===== config.mk =====
export PLATFORM = sky130hd
export DESIGN_NAME = prog_counter
export DESIGN_NICKNAME = d
export VERILOG_FILES = /design/src/rtl/prog_counter.sv
export SDC_FILE = /design/constraint.sdc
export NUM_CORES = 1
export LEC_CHECK = 0
export BUFFER_PORTS_ARGS = -buffer_cell sky130_fd_sc_hd__buf_2
export CAP_MARGIN = 0
export CORE_ASPECT_RATIO = 1.4
export CORE_MARGIN = 1.5
export CORE_UTILIZATION = 30
export CTS_CLUSTER_DIAMETER = 30
export DETAILED_ROUTE_END_ITERATION = 8
export GPL_TIMING_DRIVEN = 0
export RECOVER_POWER = 50
export SLEW_MARGIN = 20
export SYNTH_ARGS = -nofsm -noshare
export SYNTH_HDL_FRONTEND = slang
export SYNTH_SLANG_ARGS = --single-unit

===== constraint.sdc =====
create_clock -name clk -period 5.3 [get_ports clk]
set_clock_uncertainty 0.15 [all_clocks]
set_input_delay 0.53 -clock clk [delete_from_list [all_inputs] [get_ports clk]]
set_output_delay 0.53 -clock clk [all_outputs]
set_load 0.02 [all_outputs]

===== src/rtl/prog_counter.sv =====
// ---------------------------------------------------------------------------
// prog_counter
//   Up/down counter over the inclusive range 0..limit, where limit is a
//   runtime input. Supports a synchronous load, enable-gated stepping and
//   three behaviours at the range boundary: wrap, saturate and one-shot.
//   The one-shot mode is sequenced by a small FSM that reports run/done
//   status. A registered terminal-count pulse follows every boundary step.
//
// Ports
//   clk       in   clock, all state updates on the rising edge
//   rst       in   asynchronous reset, active low
//   en        in   step enable, one step per cycle while high
//   up        in   direction, 1 = increment, 0 = decrement
//   load      in   synchronous load of load_val (clamped to limit)
//   load_val  in   [WIDTH] value for load
//   start     in   one-shot launch, ignored outside ONE_SHOT mode
//   limit     in   [WIDTH] inclusive upper bound of the count range
//   mode      in   [2] 00 WRAP, 01 SATURATE, 10 ONE_SHOT, 11 treated as WRAP
//   out       out  [WIDTH] current count (registered)
//   tc        out  terminal-count pulse (registered)
//   busy      out  one-shot FSM in RUN
//   done      out  one-shot FSM in DONE
//
// One-shot FSM
//   state  | meaning
//   IDLE   | not counting; en ignored, out holds
//   RUN    | counting; en steps toward the boundary
//   DONE   | boundary reached; out holds until start or load
// ---------------------------------------------------------------------------
module prog_counter #(
  parameter int WIDTH = 4
) (
  input  logic             clk,
  input  logic             rst,
  input  logic             en,
  input  logic             up,
  input  logic             load,
  input  logic [WIDTH-1:0] load_val,
  input  logic             start,
  input  logic [WIDTH-1:0] limit,
  input  logic [1:0]       mode,
  output logic [WIDTH-1:0] out,
  output logic             tc,
  output logic             busy,
  output logic             done
);

  typedef enum logic [1:0] {
    S_IDLE = 2'd0,
    S_RUN  = 2'd1,
    S_DONE = 2'd2
  } state_t;

  localparam logic [1:0]       MODE_SAT     = 2'b01;
  localparam logic [1:0]       MODE_ONESHOT = 2'b10;
  localparam logic [WIDTH-1:0] ONE          = {{(WIDTH-1){1'b0}}, 1'b1};
  localparam logic [WIDTH-1:0] ZERO         = '0;

  state_t           state_q, state_d;
  logic [WIDTH-1:0] cnt_q, cnt_d;
  logic             tc_q, tc_d;
  logic             busy_q, busy_d;
  logic             done_q, done_d;

  logic             is_oneshot;
  logic             is_sat;
  logic             at_bound;
  logic [WIDTH-1:0] step_val;
  logic [WIDTH-1:0] wrap_val;
  logic [WIDTH-1:0] load_clamped;

  always_comb begin
    is_oneshot   = (mode == MODE_ONESHOT);
    is_sat       = (mode == MODE_SAT);
    // ">=" so a limit lowered below the current count still counts as the
    // boundary and pulls out back into range on the next step.
    at_bound     = up ? (cnt_q >= limit) : (cnt_q == ZERO);
    step_val     = up ? (cnt_q + ONE) : (cnt_q - ONE);
    // Wrap target doubles as the one-shot reinit value.
    wrap_val     = up ? ZERO : limit;
    load_clamped = (load_val > limit) ? limit : load_val;
  end

  always_comb begin
    cnt_d   = cnt_q;
    tc_d    = 1'b0;
    state_d = state_q;

    // Outside ONE_SHOT the FSM is parked in IDLE.
    if (!is_oneshot) begin
      state_d = S_IDLE;
    end

    if (load) begin
      cnt_d   = load_clamped;
      state_d = S_IDLE;
    end else if (is_oneshot && start) begin
      // Launch or restart from any state.
      cnt_d   = wrap_val;
      state_d = S_RUN;
    end else if (en) begin
      if (is_oneshot) begin
        if (state_q == S_RUN) begin
          if (at_bound) begin
            tc_d    = 1'b1;
            state_d = S_DONE;
          end else begin
            cnt_d = step_val;
          end
        end
      end else if (at_bound) begin
        tc_d = 1'b1;
        if (!is_sat) begin
          cnt_d = wrap_val;
        end
      end else begin
        cnt_d = step_val;
      end
    end

    // Status flags are registered alongside the state so they always
    // reflect the state register.
    busy_d = (state_d == S_RUN);
    done_d = (state_d == S_DONE);
  end

  always_ff @(posedge clk or negedge rst) begin
    if (!rst) begin
      state_q <= S_IDLE;
      cnt_q   <= '0;
      tc_q    <= 1'b0;
      busy_q  <= 1'b0;
      done_q  <= 1'b0;
    end else begin
      state_q <= state_d;
      cnt_q   <= cnt_d;
      tc_q    <= tc_d;
      busy_q  <= busy_d;
      done_q  <= done_d;
    end
  end

  assign out  = cnt_q;
  assign tc   = tc_q;
  assign busy = busy_q;
  assign done = done_q;

endmodule


=== Word level (Yosys, flattened, before mapping) ===
Cells that the tools add are included.
W data, S select, Z words.

* Register bits: 9
* Bits in latches: 0
* Bits in writable memories: 0
* Memory bits (read-only): 0
* Output and inout bits: 7
* Word-level logic and storage cells: 46
* Memories: 0

* Add/subtract/negate cells: 2
* $mul: 0
* Divide/modulo/power cells: 0
* Magnitude comparators: 2
* Eq/ne operators: 8
* Shift operators: 0
* Muxes and demuxes: 25
* Bitwise operators: 0
* Reductions and logical operators: 4

{| class="wikitable"
|+ Operator list
! kind !! count
|-
| $mux W4 || 11
|-
| $mux W2 || 7
|-
| $ne A4 B3 Y1 const B || 2
|-
| $mux W1 || 7
|-
| $eq A2 B1 Y1 const B || 3
|-
| $add A4 B1 Y4 const B || 1
|-
| $eq A2 B2 Y1 const B || 2
|-
| $ge A4 B4 Y1 || 1
|-
| $gt A4 B4 Y1 || 1
|-
| $logic_not A4 Y1 || 1
|-
| $ne A4 B2 Y1 const B || 1
|-
| $reduce_and A4 Y1 || 1
|-
| $sub A4 B1 Y4 const B || 1
|-
| $reduce_bool A3 Y1 || 1
|-
| $logic_and A1 B1 Y1 || 1
|}

=== Depth between registers and ports, before layout ===
Gate-level depths: netlist of run 1.

* Depth after elaboration: 9
* Gate-level depth with buffers: 8
* Mapped depth without buffers: 8

=== Worst setup path before layout of run 1 ===
No wires, ideal clock.

* Kind: register to register
* Start: reg cnt_q[0] (netlist: out[0])
* End: reg done_q (netlist: done)
* Setup time: 0.119 ns
* Data arrival time: 2.027 ns
* Data required time: 5.031 ns
* Path slack: 3.004 ns
* Cell stages (with the launch flop): 9
* Path buffers: 0
* Period minus slack after synthesis: 2.296 ns
* Path through: dfrtp_1 -> inv_1 -> ha_1 -> nor3b_1 -> o211a_4 -> nor2_1 -> and3_1 -> mux2_2 -> and2_1

* Word-level cells in the longest chain between the ends: 9
* Elaborated cells on any way between the ends: 10
* Those cells by class: 1 x order compare; 1 x eq/ne; 7 x mux; 1 x reduce/logical

{| class="wikitable"
|+ RTL lines
! element !! RTL line !! source
|-
| from (decl) || 60 || <nowiki>logic [WIDTH-1:0] cnt_q, cnt_d;</nowiki>
|-
| from (signal assigned) || 136 || <nowiki>cnt_q <= cnt_d;</nowiki>
|-
| $ge A4 B4 Y1 / $logic_not A4 Y1 (equally long branches) || 77 || <nowiki>at_bound = up ? (cnt_q >= limit) : (cnt_q == ZERO);</nowiki>
|-
| $mux W1 * || 77 ||
|-
| $mux W2 * || 104 || <nowiki>if (at_bound) begin</nowiki>
|-
| $mux W2 * || 103 || <nowiki>if (state_q == S_RUN) begin</nowiki>
|-
| $mux W2 * || 102 || <nowiki>if (is_oneshot) begin</nowiki>
|-
| $mux W2 * || 101 || <nowiki>end else if (en) begin</nowiki>
|-
| $mux W2 * || 97 || <nowiki>end else if (is_oneshot && start) begin</nowiki>
|-
| $mux W2 * || 94 || <nowiki>if (load) begin</nowiki>
|-
| $eq A2 B2 Y1 * || 124 || <nowiki>done_d = (state_d == S_DONE);</nowiki>
|-
| named net done_d || 63 || <nowiki>logic done_q, done_d;</nowiki>
|-
| to (signal assigned) || 139 || <nowiki>done_q <= done_d;</nowiki>
|-
| to (decl) || 63 ||
|}

Mark *: on every way through the listed nets, which the timed path passes. The rest lies on a longest branch.
A chain may end at the register's enable or synchronous reset.

=== Worst setup path after layout of run 1 ===
* Start: reg cnt_q[0] (netlist: out[0])
* End: reg cnt_q[0] (netlist: out[0])

* Word-level cells in the longest chain between the ends: 8
* Elaborated cells on any way between the ends: 16
* Those cells by class: 2 x add/sub; 1 x order compare; 2 x eq/ne; 9 x mux; 2 x reduce/logical

{| class="wikitable"
|+ RTL lines
! element !! RTL line !! source
|-
| $sub A4 B1 Y4 / $add A4 B1 Y4 (equally long branches) || 78 || <nowiki>step_val = up ? (cnt_q + ONE) : (cnt_q - ONE);</nowiki>
|-
| $mux W4 || 78 ||
|-
| $mux W4 || 104 ||
|-
| $mux W4 || 103 ||
|-
| $mux W4 || 102 ||
|-
| $mux W4 || 101 ||
|-
| $mux W4 || 97 ||
|-
| $mux W4 || 94 ||
|}

Several ways; a longest one is shown, not always the timed one. The select of a mux whose other input is x is not followed.

==> metrics.csv, run 1 <==
metric,value,unit
num_antenna_cells,0,
insertion_delay,0.22,ns
rows,23,
cp_max_fo,9,
syn_inst,96,
grt_pass1_vias,829,
worst_hold_slack,0.392,ns
setup_tns,0,ns
maxCapViolCount,0,
synth_seq_cells,9,
synth_fp_nets,123,
ir_worst_vdd,0.145,mV
gp_congestion,0.794,
rsz0062_at_grt,false,
timing.final.crit_share,45.1,%
synth_cell_types,33,
grt-ovfl-total,0,
die-width,48.7,um
syn_avg_cell_area,9.14,um^2
ys_warn_count,0,
layout_min_cycle_time,2.39,ns
antenna_found_initial,0,
coreArea,2820,um^2
grt_max_degree,10,
hold_path.class,reg2reg,
grt_usage,13.0,%
cp_slowest_cell,dfrtp_1,
path_delay_family,compound AO/OA/AOI/OAI gates,
start_kind,flip-flop,
drt-initial-drc-count,9,
drc_errors,0,
status,finished clean,
io_buffers,22,
syn_area,877,um^2
p_per_area,255,nW/um^2
p_sw_share,35.7,%
grtUsageMet1,14.2,%
hp-start,state_q[1]$_DFF_PN0_,
ff2ff_path_depth,8,
power,276,uW
finalNetCount,151,
dr.pass1.iters,4,
clkPwrFrac,28.1,%
ant_nets,0,
cp.required,5.25,ns
grt_first_pass_wirelength,3.43,mm
timing.critical_path.buf_inv,1,
seqPwrFrac,32.3,%
tightest_slew,0.477,ns
vias_per_cell,5.13,
routedWlPerCell,12.4,um
met3_usage,0.897,%
slew_headroom,68.2,%
use_met2,26.4,%
reg2reg_to,out[0]$_DFFE_PN0P_,
end_kind,flip-flop,
areaGrowthSynthToFinish,23.5,%
vias,820,
r2r-start,out[0]$_DFFE_PN0P_,
reg2reg_slack,2.91,ns
drt_wl_total,1.98,mm
whs_endpoint,state_q[1]$_DFF_PN0_,
worstPathCellList,inv_1 -> ha_1 -> nor3b_1 -> o211a_4 -> a2bb2oi_2 -> nand2b_1 -> o21ai_0 -> o22ai_1,
fmax,419,MHz
power_switching,98.3,uW
ios,23,
seq_area_frac_synth,25.7,%
drive_gt1_share,22.8,%
power.internal,177,uW
drv_slew,0,
clkTransAtPathRegs,0.04,ns
clkSinkCount,9,
hold_depth,1,
numCtsBuffers,3,
dieArea,3260,um^2
combPwrFrac,39.6,%
cts_tree,done,
crit_path_max_incr_delay,0.50,ns
top_usage_layer,met2,
finalSetupViolCount,0,
crit_type,reg2reg,
worstPathArrival,2.34,ns
leakage,0.526,nW
die_h,67.0,um
finalHoldViolations,0,
htreeDepth,1,
hpwl,1.65,mm
clockBufferDepth,2,
clock-root-buffer,clkbuf_8,
start_util,31.1,%
registers in the layout, summed over array words and instances (netlist names):
name and flops:
out 4, done 1, state_q 2, tc 1, busy 1
worst reg2reg max path, delay by kind of cell, from the launching register on:
| family | cells | cell delay [ns] |
|---|---|---|
| simple gates | 2 | 0.36 |
| compound gates | 4 | 0.83 |
| fa+ha+maj | 1 | 0.29 |
| flops | 1 | 0.50 |
| buf+inv | 1 | 0.13 |
layer usage:
layer,up-vias,routed length [um]
li1,401,-
met1,387,848
met2,30,1040
met3,2,79
met4,0,14
met5,-,0
area by class of cell:
type | count | area, um^2
flip-flops and latches | 9 | 225
clock buffers | 4 | 45.0
repair buffers | 23 | 115
multi-input cells | 77 | 614
fillers | 313 | 1740
inverters | 10 | 37.5
well taps | 37 | 46.3
cell usage in the layout (no fill, tap or decap), types with 2 or more instances in the layout:
cell type	instances
o21ai_0	8
xor2_1	2
ha_1	10
inv_1	10
nor2b_1	2
nor3_1	3
buf_2	18
o2bb2ai_1	2
nand2_1	5
clkbuf_1	5
a21oi_1	5
clkbuf_8	3
mux2i_1	7
nor2_1	7
dfrtp_1	9
a21o_1	2
o22ai_1	2
nand2b_1	2
o211ai_1	2
nor3b_1	2
power by group through the flow:
stage / combinational, mW / clock, mW / sequential, mW
after floorplan: 0.0711 / 0 / 0.0944
after global placement: 0.107 / 0 / 0.0899
after detailed placement: 0.109 / 0 / 0.0905
after CTS: 0.111 / 0.0797 / 0.0895
after global routing: 0.122 / 0.0843 / 0.0904
final: 0.109 / 0.0775 / 0.0891
worst max-delay path by stage:
| stage | cells after the start | from | to |
|---|---|---|---|
| CTS | 8 | out[0]$_DFFE_PN0P_ | out[2]$_DFFE_PN0P_ |
| floorplan | 8 | out[0]$_DFFE_PN0P_ | done$_DFF_PN0_ |
| detailed placement | 9 | limit[1] | out[2]$_DFFE_PN0P_ |
| global route | 8 | out[0]$_DFFE_PN0P_ | out[0]$_DFFE_PN0P_ |
| finish | 8 | out[0]$_DFFE_PN0P_ | out[0]$_DFFE_PN0P_ |
| global placement | 9 | limit[3] | out[1]$_DFFE_PN0P_ |
timing repair:
item	in CTS	in global routing
buffers inserted	0	0
resized for setup	0	0
hold buffers	1	0
endpoints found under the hold margin	6	0
per-stage QoR:
stage               util [%]  cell area [um^2]  std cells  setup WS [ns]
floorplan                  -               877         96           3.00
global placement        36.6              1030        155           2.81
detailed placement      36.6              1030        155           2.79
CTS                     38.6              1090        160           2.91
global route            38.4              1080        160           2.73
finish                  38.4              1080        160           2.91
logic make-up after synthesis:
group	count (synthesis)	share of synthesized area, %
AOI/OAI and AO/OA	28	23.7
and+or+nand+nor	28	18.5
adders and majority gates	11	16.5
buffers and inverters	10	4.28
DFF	9	25.7
muxes	8	9.27
xor gates and xnor gates	2	2.00
cells in the mapped netlist:
cell type  number  area, um^2
a2bb2oi_2       1        15.0
o21ai_0         8        40.0
nor3b_1         2        15.0
o22ai_1         2        12.5
a21o_2          1        8.76
dfrtp_1         9         225
nand2_1         5        18.8
ha_1           10         125
nand4_1         1        6.26
o31ai_4         1        21.3
or3_1           1        6.26
and2b_2         1        8.76
a211oi_1        1        7.51
nor3_1          3        15.0
nor2b_1         2        12.5
o211ai_1        2        15.0
fa_1            1        20.0
and3_1          1        6.26
o21a_1          1        7.51
a21o_1          2        15.0
and2b_1         1        7.51
o211a_4         1        17.5
a21oi_1         5        25.0
mux2_2          1        11.3
and2_1          1        6.26
o21ai_1         1        5.00
inv_1          10        37.5
o2bb2ai_1       2        17.5
nand2b_1        2        12.5
xor2_1          2        17.5
mux2i_1         7        70.1
nor4_4          1        21.3
nor2_1          7        26.3
Power figures use the tool's default switching activity.
==> inputs of run 2 (changes only) <==
==> constraint.sdc (replaced) <==
create_clock -name clk -period 2.4 [get_ports clk]
set_clock_uncertainty 0.15 [all_clocks]
set_input_delay 0.24 -clock clk [delete_from_list [all_inputs] [get_ports clk]]
set_output_delay 0.24 -clock clk [all_outputs]
set_load 0.02 [all_outputs]
==> metrics.csv, run 2 (synthesis results as in run 1) <==
metric,value,unit
cp.depth,7,
htreeDepth,1,
worstPathCellList,ha_1 -> o211ai_1 -> o211a_4 -> o31ai_4 -> mux2i_1 -> a21o_1 -> o21ai_0,
die-width,48.7,um
drv_slew,0,
ff2ff_path_depth,7,
cp_max_fo,6,
drt_wl_total,2.09,mm
leakage,0.543,nW
path_delay_family,compound AO/OA/AOI/OAI gates,
reg2reg_slack,0.11,ns
r2r-start,out[3]$_DFFE_PN0P_,
tightest_slew,0.476,ns
die_h,67.0,um
post-route-util,40.1,%
ios,23,
clockBufferDepth,2,
status,finished clean,
final_cell_mix,"buf_2, inv_1, ha_1",
num_antenna_cells,0,
clkTransAtPathRegs,0.05,ns
grt_max_degree,10,
reg2reg_to,out[1]$_DFFE_PN0P_,
antenna_found_initial,0,
power.internal,414,uW
hold_depth,2,
worstPathArrival,2.24,ns
vias_per_cell,5.09,
fin_cells,164,
vias,835,
clock-root-buffer,clkbuf_8,
postLayoutCellArea,1130,um^2
start_kind,flip-flop,
grt_pass1_vias,829,
seqPwrFrac,30.0,%
fillers,312,
crit_path_end,out[1]$_DFFE_PN0P_,
power_switching,226,uW
dr.pass1.iters,4,
p_sw_share,35.3,%
drt-initial-drc-count,12,
hold_path.class,in2reg,
timing.final.crit_share,95.5,%
timing.critical_path.buf_inv,0,
clkSinkCount,9,
cts_tree,done,
clkPwrFrac,26.8,%
grt_first_pass_wirelength,3.43,mm
insertion_delay,0.22,ns
dieArea,3260,um^2
slew_headroom,68.3,%
finalHoldViolations,0,
placed_area,1030,um^2
rsz0062_at_grt,false,
layout_min_cycle_time,2.29,ns
regArea,230,um^2
crit_type,reg2reg,
setup_tns,0,ns
crit_path_max_incr_delay,0.45,ns
cp-startpoint,out[3]$_DFFE_PN0P_,
rows,23,
grt_usage,13.0,%
ant_nets,0,
drc_errors,0,
cp_slowest_cell,dfrtp_2,
end_kind,flip-flop,
p_per_area,566,nW/um^2
largest_register_ffs,4,
cp.required,2.35,ns
coreArea,2820,um^2
drive_gt1_share,28.3,%
final_common_cell,buf_2,
start_util,31.1,%
routedWlPerCell,12.7,um
maxCapViolCount,0,
gp_congestion,0.794,
areaGrowthSynthToFinish,28.8,%
finalNetCount,155,
finalSetupViolCount,0,
grt-ovfl-total,0,
ir_worst_vdd,0.312,mV
hpwl,1.65,mm
multi_input_area,626,um^2
fmax,436,MHz
combPwrFrac,43.2,%
io_buffers,22,
numCtsBuffers,3,
placed_cells_incl_taps,155,
[run 2: changes by cell type in the layout (fill, tap and decap cells not counted)]
cell,before,now
dfrtp_2,0,4
dfrtp_1,9,5
a2bb2oi_2,1,0
buf_4,0,4
a2bb2oi_4,0,1
[run 2: timing repair]
action                                  in CTS  in global routing
hold buffers                                 1                  0
endpoints found under the setup margin       0                  5
buffers inserted                             0                  4
endpoints found under the hold margin        9                  0
gates resized for setup                      0                  5
[run 2: worst min path at each step]
stage                     start  slack [ns]                   end
after detailed placement    rst       -0.05  state_q[1]$_DFF_PN0_
after global placement      rst       -0.05        done$_DFF_PN0_
after CTS                  load        0.10  state_q[0]$_DFF_PN0_
final                      load        0.11  state_q[0]$_DFF_PN0_
after global routing       load        0.13  state_q[0]$_DFF_PN0_
after floorplan             rst       -0.21        busy$_DFF_PN0_
[run 2: stage by stage]
stage          worst slack (ns)  power, mW  hold WS (ns)
2_1_floorplan             0.104      0.366        -0.206
3_3_place_gp             0.0398      0.434       -0.0534
3_5_place_dp             0.0236      0.442       -0.0514
4_1_cts                  0.0115      0.618         0.100
5_1_grt                 0.00648      0.685         0.128
6_report                  0.107      0.640         0.107
[run 2: power by group through the flow]
| stage | clock network, mW | logic (mW) | registers, mW |
|---|---|---|---|
| final | 0.171 | 0.276 | 0.192 |
| after global routing | 0.186 | 0.304 | 0.194 |
| after CTS | 0.176 | 0.244 | 0.198 |
| after detailed placement | 0 | 0.242 | 0.200 |
| after global placement | 0 | 0.235 | 0.199 |
| after floorplan | 0 | 0.157 | 0.209 |
[run 2: metal layers]
metal / GRT usage [%] / share of wire, %
met5: 0 / 0
met4: 3.93 / 0.67
met3: 0.897 / 3.8
met2: 26.4 / 52
met1: 14.2 / 43
[run 2: cell type report]
| class | count | area share, % |
|---|---|---|
| Clock buffer | 4 | 3.99 |
| Timing Repair Buffer | 27 | 12.8 |
| Multi-Input combinational cell | 77 | 55.4 |
| Tap cell | 37 | 4.10 |
| Sequential cell | 9 | 20.4 |
| Inverter | 10 | 3.32 |
